--- src/rtl/gpio_result_reader.sv ---
// Drains result words from the BRAM read port onto the GPIO input word, one word per
// processor ack toggle. Words are presented as {tgl, done, 0000, index, sign-extended data}.
module gpio_result_reader #(
    parameter int RAM_WIDTH  = 13,
    parameter int NB_ADDRESS = 10,
    parameter int NB_IMAGE   = 10,
    parameter int GPIO_D     = 32
) (
    input  logic                  i_CLK,
    input  logic                  i_reset,
    input  logic                  i_start,
    input  logic [NB_IMAGE-1:0]   i_imgLength,
    input  logic                  i_ack,
    input  logic [RAM_WIDTH-1:0]  i_memData,
    output logic [NB_ADDRESS-1:0] o_readAdd,
    output logic [GPIO_D-1:0]     o_gpioData,
    output logic                  o_busy,
    output logic                  o_done
);

    localparam int DATA_FIELD_W = 16;
    localparam int INDEX_LSB    = 16;
    localparam int INDEX_MSB    = 25;
    localparam int DONE_BIT     = 30;
    localparam int TGL_BIT      = 31;

    typedef enum logic [2:0] {
        ST_IDLE,
        ST_FETCH,
        ST_WAIT,
        ST_PRESENT,
        ST_HOLD,
        ST_DONE
    } state_t;

    state_t                  state_reg, state_next;
    logic                    start_prev_reg;
    logic [NB_ADDRESS-1:0]   len_reg, len_next;
    logic [NB_ADDRESS-1:0]   addr_reg, addr_next;
    logic [RAM_WIDTH-1:0]    data_reg, data_next;
    logic [NB_ADDRESS-1:0]   index_reg, index_next;
    logic                    done_reg, done_next;
    logic                    tgl_reg, tgl_next;

    logic                    start_edge;
    logic [NB_ADDRESS-1:0]   len_in;
    logic [NB_ADDRESS-1:0]   len_last;

    // Word count is fitted to the address width; the address itself never wraps.
    generate
        if (NB_IMAGE >= NB_ADDRESS) begin : g_len_trunc
            assign len_in = i_imgLength[NB_ADDRESS-1:0];
        end else begin : g_len_ext
            assign len_in = {{(NB_ADDRESS-NB_IMAGE){1'b0}}, i_imgLength};
        end
    endgenerate

    assign start_edge = i_start & ~start_prev_reg;
    assign len_last   = len_reg - NB_ADDRESS'(1);

    always_ff @(posedge i_CLK) begin
        if (!i_reset) begin
            state_reg      <= ST_IDLE;
            // Tracks i_start during reset so a level held through reset is not seen as an edge.
            start_prev_reg <= i_start;
            len_reg        <= '0;
            addr_reg       <= '0;
            data_reg       <= '0;
            index_reg      <= '0;
            done_reg       <= 1'b0;
            tgl_reg        <= 1'b0;
        end else begin
            state_reg      <= state_next;
            start_prev_reg <= i_start;
            len_reg        <= len_next;
            addr_reg       <= addr_next;
            data_reg       <= data_next;
            index_reg      <= index_next;
            done_reg       <= done_next;
            tgl_reg        <= tgl_next;
        end
    end

    always_comb begin
        state_next = state_reg;
        len_next   = len_reg;
        addr_next  = addr_reg;
        data_next  = data_reg;
        index_next = index_reg;
        done_next  = done_reg;
        tgl_next   = tgl_reg;

        case (state_reg)
            ST_IDLE, ST_DONE: begin
                if (start_edge) begin
                    len_next = len_in;
                    // Aligning tgl with the current ack means nothing looks pending yet.
                    tgl_next = i_ack;
                    if (len_in == '0) begin
                        done_next  = 1'b1;
                        state_next = ST_DONE;
                    end else begin
                        done_next  = 1'b0;
                        addr_next  = '0;
                        state_next = ST_FETCH;
                    end
                end
            end
            ST_FETCH: begin
                state_next = ST_WAIT;
            end
            ST_WAIT: begin
                state_next = ST_PRESENT;
            end
            ST_PRESENT: begin
                data_next  = i_memData;
                index_next = addr_reg;
                tgl_next   = ~tgl_reg;
                state_next = ST_HOLD;
            end
            ST_HOLD: begin
                if (i_ack == tgl_reg) begin
                    if (index_reg == len_last) begin
                        done_next  = 1'b1;
                        state_next = ST_DONE;
                    end else begin
                        addr_next  = addr_reg + NB_ADDRESS'(1);
                        state_next = ST_FETCH;
                    end
                end
            end
            default: begin
                state_next = ST_IDLE;
            end
        endcase
    end

    // Bit-by-bit assembly of the GPIO word from the presentation registers.
    generate
        for (genvar gi = 0; gi < GPIO_D; gi++) begin : g_gpio_bit
            if (gi < DATA_FIELD_W) begin : g_data
                if (gi < RAM_WIDTH) begin : g_raw
                    assign o_gpioData[gi] = data_reg[gi];
                end else begin : g_sext
                    assign o_gpioData[gi] = data_reg[RAM_WIDTH-1];
                end
            end else if ((gi >= INDEX_LSB) && (gi <= INDEX_MSB) &&
                         (gi - INDEX_LSB < NB_ADDRESS)) begin : g_index
                assign o_gpioData[gi] = index_reg[gi-INDEX_LSB];
            end else if (gi == DONE_BIT) begin : g_done
                assign o_gpioData[gi] = done_reg;
            end else if (gi == TGL_BIT) begin : g_tgl
                assign o_gpioData[gi] = tgl_reg;
            end else begin : g_zero
                assign o_gpioData[gi] = 1'b0;
            end
        end
    endgenerate

    assign o_readAdd = addr_reg;
    assign o_done    = done_reg;
    assign o_busy    = (state_reg == ST_FETCH)   || (state_reg == ST_WAIT) ||
                       (state_reg == ST_PRESENT) || (state_reg == ST_HOLD);

endmodule

--- config.mk ---
export PLATFORM = sky130hd
export DESIGN_NAME = gpio_result_reader
export DESIGN_NICKNAME = d
export VERILOG_FILES = /design/src/rtl/gpio_result_reader.sv
export SDC_FILE = /design/constraint.sdc
export NUM_CORES = 1
export LEC_CHECK = 0
export BUFFER_PORTS_ARGS = -buffer_cell sky130_fd_sc_hd__buf_2
export CELL_PAD_IN_SITES_DETAIL_PLACEMENT = 1
export CELL_PAD_IN_SITES_GLOBAL_PLACEMENT = 2
export CORE_MARGIN = 2
export CORE_UTILIZATION = 31
export CTS_BUF_LIST = sky130_fd_sc_hd__clkbuf_4
export DETAILED_ROUTE_END_ITERATION = 16
export GPL_ROUTABILITY_DRIVEN = 1
export GPL_TIMING_DRIVEN = 0
export PLACE_DENSITY_LB_ADDON = 0.3
export SLEW_MARGIN = 20
export SYNTH_ARGS = -nofsm -noshare
export SYNTH_HDL_FRONTEND = slang
export SYNTH_SLANG_ARGS = --single-unit
--- constraint.sdc ---
create_clock -name i_CLK -period 2.9 [get_ports i_CLK]
set_clock_uncertainty 0.1 [all_clocks]
set_input_delay 0 -clock i_CLK [delete_from_list [all_inputs] [get_ports i_CLK]]
set_output_delay 0 -clock i_CLK [all_outputs]
set_load 0.01 [all_outputs]
After elaboration in Yosys (flattened, before gate mapping)
Index checks and enable logic that the tools add are counted.
{"block": "classes", "add_sub_neg": 2, "n_eq_ne": 12, "n_mux": 17, "bitwise": 3, "n_reduce_logical": 13}
{"operator": "$mux W10", "count": 4}
{"operator": "$pmux W10 S2", "count": 1}
{"operator": "$pmux W3 S5", "count": 1}
{"operator": "$mux W3", "count": 4}
{"operator": "$add A10 B1 Y10 const B", "count": 1}
{"operator": "$eq A10 B10 Y1", "count": 1}
{"operator": "$logic_not A10 Y1", "count": 1}
{"operator": "$ne A2 B2 Y1 const B", "count": 5}
{"operator": "$sub A10 B1 Y10 const B", "count": 1}
{"operator": "$eq A3 B2 Y1 const B", "count": 2}
{"operator": "$eq A3 B3 Y1 const B", "count": 2}
{"operator": "$reduce_and A2 Y1", "count": 3}
{"operator": "$mux W1", "count": 5}
{"operator": "$reduce_and A5 Y1", "count": 1}
{"operator": "$pmux W1 S2", "count": 2}
{"operator": "$reduce_and A4 Y1", "count": 1}
{"operator": "$reduce_bool A2 Y1", "count": 2}
{"operator": "$eq A3 B1 Y1 const B", "count": 1}
{"operator": "$logic_not A3 Y1", "count": 1}
{"operator": "$logic_or A1 B1 Y1", "count": 3}
{"operator": "$not A1 Y1", "count": 2}
{"operator": "$reduce_or A2 Y1", "count": 1}
{"operator": "$and A1 B1 Y1", "count": 1}
{"operator": "$eq A1 B1 Y1", "count": 1}
{"block": "word_totals", "reg_bits": 49, "in_bits": 27, "out_inout_bits": 44, "word_cells": 55}

Depth between registers and ports, before layout
{"block": "logic_depth", "word_depth": 5, "ltp_mapped": 11, "mapped_depth_nobuf": 9}

Least setup slack after synthesis
Ideal clock, no wire load.
{"block": "synth_timing", "path_type": "register to register", "startpoint": "register len_reg[0]", "endpoint": "register addr_reg[7], in the netlist o_readAdd[7]", "setup_ps": 125, "t_arrival_ps": 2195, "slack_ps": 480, "path_stages_with_launch": 11, "n_path_buf": 1, "path_cell_list": "dfxtp_1 -> clkbuf_1 -> inv_1 -> ha_1 -> nor4b_4 -> xnor2_1 -> or4_1 -> a32o_1 -> o2111ai_1 -> or4_1 -> a21oi_1"}
{"block": "synth_via", "elab_chain_len": 4}
{"item": "start, declared", "line_no": "38", "source": "logic [NB_ADDRESS-1:0] len_reg, len_next;"}
{"item": "start signal, assigned", "line_no": "75", "source": "len_reg <= len_next;"}
{"item": "$sub A10 B1 Y10", "line_no": "59", "source": "assign len_last = len_reg - NB_ADDRESS'(1);"}
{"item": "$eq A10 B10 Y1", "line_no": "123", "source": "if (index_reg == len_last) begin"}
{"item": "$ne A2 B2 Y1 (no source line)"}
{"item": "$reduce_and A5 Y1 (no source line)"}
{"item": "end signal, assigned", "line_no": "76", "source": "addr_reg <= addr_next;"}
{"item": "end, declared", "line_no": "39", "source": "logic [NB_ADDRESS-1:0] addr_reg, addr_next;"}
No other way between the ends.
A chain may end at the register's enable or synchronous reset.

Final worst setup path
{"block": "layout_timing", "startpoint": "register len_reg[1]", "endpoint": "register addr_reg[7], in the netlist o_readAdd[7]"}
Same word-level chain as after synthesis.

==> flow_metrics.env <==
export IMPL_numCtsBuffers=5
export IMPL_start_kind="flop"
export IMPL_post_drt_via_cell_ratio=4.83
export IMPL_synth_seq_area_share=0.389
export IMPL_path_clk_slew_ns=0.16
export IMPL_synth_warnings=0
export IMPL_irDropWorstVdd_v=0.000242
export IMPL_rsz0062_at_grt="false"
export IMPL_max_freq_mhz=373
export IMPL_synth_area_sq_um=2520
export IMPL_cts_sinks=49
export IMPL_grt_use_met1=0.217
export IMPL_drtIter0Drc=76
export IMPL_cts_tree="done"
export IMPL_start_util=0.323
export IMPL_avgRoutedWirePerCell_um=14.9
export IMPL_cts_buffer_depth=2
export IMPL_global_route_usage_met3=0.0281
export IMPL_setup_tns_ns=0
export IMPL_slew_headroom=0.620
export IMPL_firstDrtPassIters=4
export IMPL_synth_cell_types=49
export IMPL_ios=71
export IMPL_max_cap_viol_count=0
export IMPL_largest_reg_flops=13
export IMPL_ys_seq_elements=49
export IMPL_gr_max_usage_layer="met2"
export IMPL_cts_root_buf="clkbuf_4"
export IMPL_power_density_nw_per_um2=615
export IMPL_coreArea_sq_um=7810
export IMPL_hpwl_mm=5.39
export IMPL_die_h_um=94.2
export IMPL_synthMuxAreaShare=0.0397
export IMPL_power_leakage_nw=1.34
export IMPL_crit_arrival_ns=2.90
export IMPL_gp_congestion=0.803
export IMPL_ys_flop_type="dfxtp_1"
export IMPL_gr_usage_met2=0.300
export IMPL_drive_gt1_frac=0.241
export IMPL_synth_xor_area_frac=0.0486
export IMPL_ant_nets=0
export IMPL_status="finished, final reports clean"
export IMPL_synthSimpleGateAreaFrac=0.260
export IMPL_die_w_um=94.2
export IMPL_overflow=0
export IMPL_rows=32
export IMPL_hold_viol=0
export IMPL_design_area_sq_um=3300
export IMPL_setup_violations=0
export IMPL_end_kind="flop"
export IMPL_min_period_ns=2.68
export IMPL_grtUsageTotal=0.173
export IMPL_cp_required_ns=3.11
export IMPL_first_global_vias=2480
export IMPL_path_class="flop to flop"
export IMPL_postSynth_asyncResetShare=0
export IMPL_grt_pass1_wl_mm=12.1
export IMPL_synthAdderAreaFrac=0.00993
export IMPL_nNetsFinal=426
export IMPL_wl_mm=7.43
export IMPL_finalCritPeriodShare=0.925
export IMPL_dpl_cell_area_sq_um=2990
export IMPL_drc=0
export IMPL_critPathMaxFanout=6
export IMPL_die_area_sq_um=8870
export IMPL_antenna_found_initial=0
export IMPL_area_growth_pct=31.0
export IMPL_cts_max_level=2
export IMPL_synth_edf_count=0
export IMPL_syn_instance_count=296
export IMPL_postSynthAreaPerCell_sq_um=8.52
export IMPL_worst_skew_pair_late_latency_ns=0.38
export IMPL_grt_max_degree=16
export IMPL_hold_path_class="input port to flop"
export IMPL_vias=2414
export IMPL_drv_slew=0
export IMPL_n_antenna_cell=0
export IMPL_portBuffers=66
export IMPL_synth_compound_area_frac=0.190
export IMPL_synth_top_family_by_area="simple AND/OR/NAND/NOR gates"
export IMPL_worstMarginPinSlew_ns=0.565
layer usage:
| metal | wire, um | vias to the layer above |
|---|---|---|
| li1 | - | 1221 |
| met1 | 3500 | 1141 |
| met2 | 3610 | 42 |
| met3 | 191 | 10 |
| met4 | 133 | 0 |
| met5 | 0 | - |
path summary, 6_finish.rpt:
path | start | end | slack [ns] | cells after the start
max | len_reg[1] | o_readAdd[7] | 0.22 | 9
min | i_start | start_prev_reg | 0.17 | 2
max reg2reg | len_reg[1] | o_readAdd[7] | 0.22 | 9
min reg2reg | data_reg[11] | data_reg[11] | 0.37 | 2
critical path, stage by stage (launching register included):
cell       delay (ns)
dfxtp_1          0.41
inv_1            0.09
ha_1             0.22
nor4b_4          0.34
a21oi_1          0.12
o2111ai_1        0.25
a32o_1           0.26
o2111ai_1        0.22
or4_1            0.46
a21oi_1          0.16
cells by family (layout without fill, tap and decap cells):
| kind of cell | after synthesis | count (layout) |
|---|---|---|
| other | 1 | 4 |
| flip-flops | 49 | 49 |
| multiplexers | 10 | 10 |
| AO/OA/AOI/OAI | 65 | 65 |
| XOR/XNOR | 14 | 14 |
| AND/OR/NAND/NOR | 126 | 126 |
| buffers and inverters | 29 | 128 |
| adder cells (fa/ha/maj) | 2 | 2 |
cells in the final DEF, fill, tap and decap left out, types with 4 or more instances in the layout:
cell and count:
nor2_1 7, xnor2_1 9, clkbuf_4 5, buf_4 9
buf_2 69, a21boi_0 25, conb_1 4, or3_1 5
a21oi_1 10, xor2_1 5, nor2b_1 12, inv_1 5
nand2_1 62, dlygate4sd3_1 26, clkbuf_1 10, dfxtp_1 48
nand3_1 9, mux2i_1 10, o21ai_0 6, or4_1 8
Yosys cell counts (2+ instances only):
master | n | area, sq um
o21a_1 | 2 | 15.0
nand2b_1 | 2 | 12.5
nand4_1 | 3 | 18.8
nand3_1 | 9 | 45.0
buf_4 | 9 | 67.6
a211oi_1 | 2 | 15.0
o21ai_0 | 6 | 30.0
or3_1 | 5 | 31.3
ha_1 | 2 | 25.0
nor2b_1 | 12 | 75.1
nand2_1 | 62 | 233
xnor2_1 | 9 | 78.8
mux2i_1 | 10 | 100
buf_2 | 3 | 15.0
o2111ai_1 | 2 | 17.5
o211ai_1 | 3 | 22.5
o21ai_1 | 3 | 15.0
a21boi_0 | 25 | 188
nor2_1 | 7 | 26.3
inv_1 | 5 | 18.8
o31ai_1 | 3 | 22.5
or4_1 | 8 | 60.1
nor3_1 | 3 | 15.0
a21oi_1 | 10 | 50.1
dfxtp_1 | 49 | 981
nor4_1 | 3 | 18.8
clkbuf_1 | 11 | 41.3
nor4_2 | 2 | 25.0
and2_1 | 2 | 12.5
xor2_1 | 5 | 43.8
report_power, final:
group / total (mW) / internal, mW / switching, mW / leakage (nW)
Combinational: 0.897 / 0.395 / 0.503 / 0.910
Clock: 0.324 / 0.0925 / 0.232 / 0.0326
Sequential: 0.809 / 0.740 / 0.0691 / 0.397
Total: 2.03 / 1.23 / 0.804 / 1.34
final cells by class:
type	count	area, sq um
fillers	969	4500
multi-input cells	221	1400
flip-flops and latches	49	982
repair buffers	92	591
plain buffers	23	131
well taps	102	128
clock buffers	5	37.5
inverters	5	18.8
clock inverters	3	17.5
through the flow:
stage               setup WS [ns]  total power [mW]  std cells  utilization  hold slack, ns
floorplan                   0.480              1.47        299            -         -0.0723
global placement            0.165              1.68        467        0.383          0.0148
detailed placement          0.120              1.70        467        0.383          0.0244
CTS                        0.0589              2.06        501        0.423           0.167
global route               0.0126              2.20        500        0.423           0.176
finish                      0.217              2.03        500        0.423           0.174
repair_timing:
item | 4_1_cts | 5_1_grt
setup buffers | 0 | 0
hold buffers | 26 | 0
setup endpoints to repair | 0 | 11
hold endpoints to repair | 27 | 0
resized for setup | 0 | 1
(Power assumes the default switching activity.)
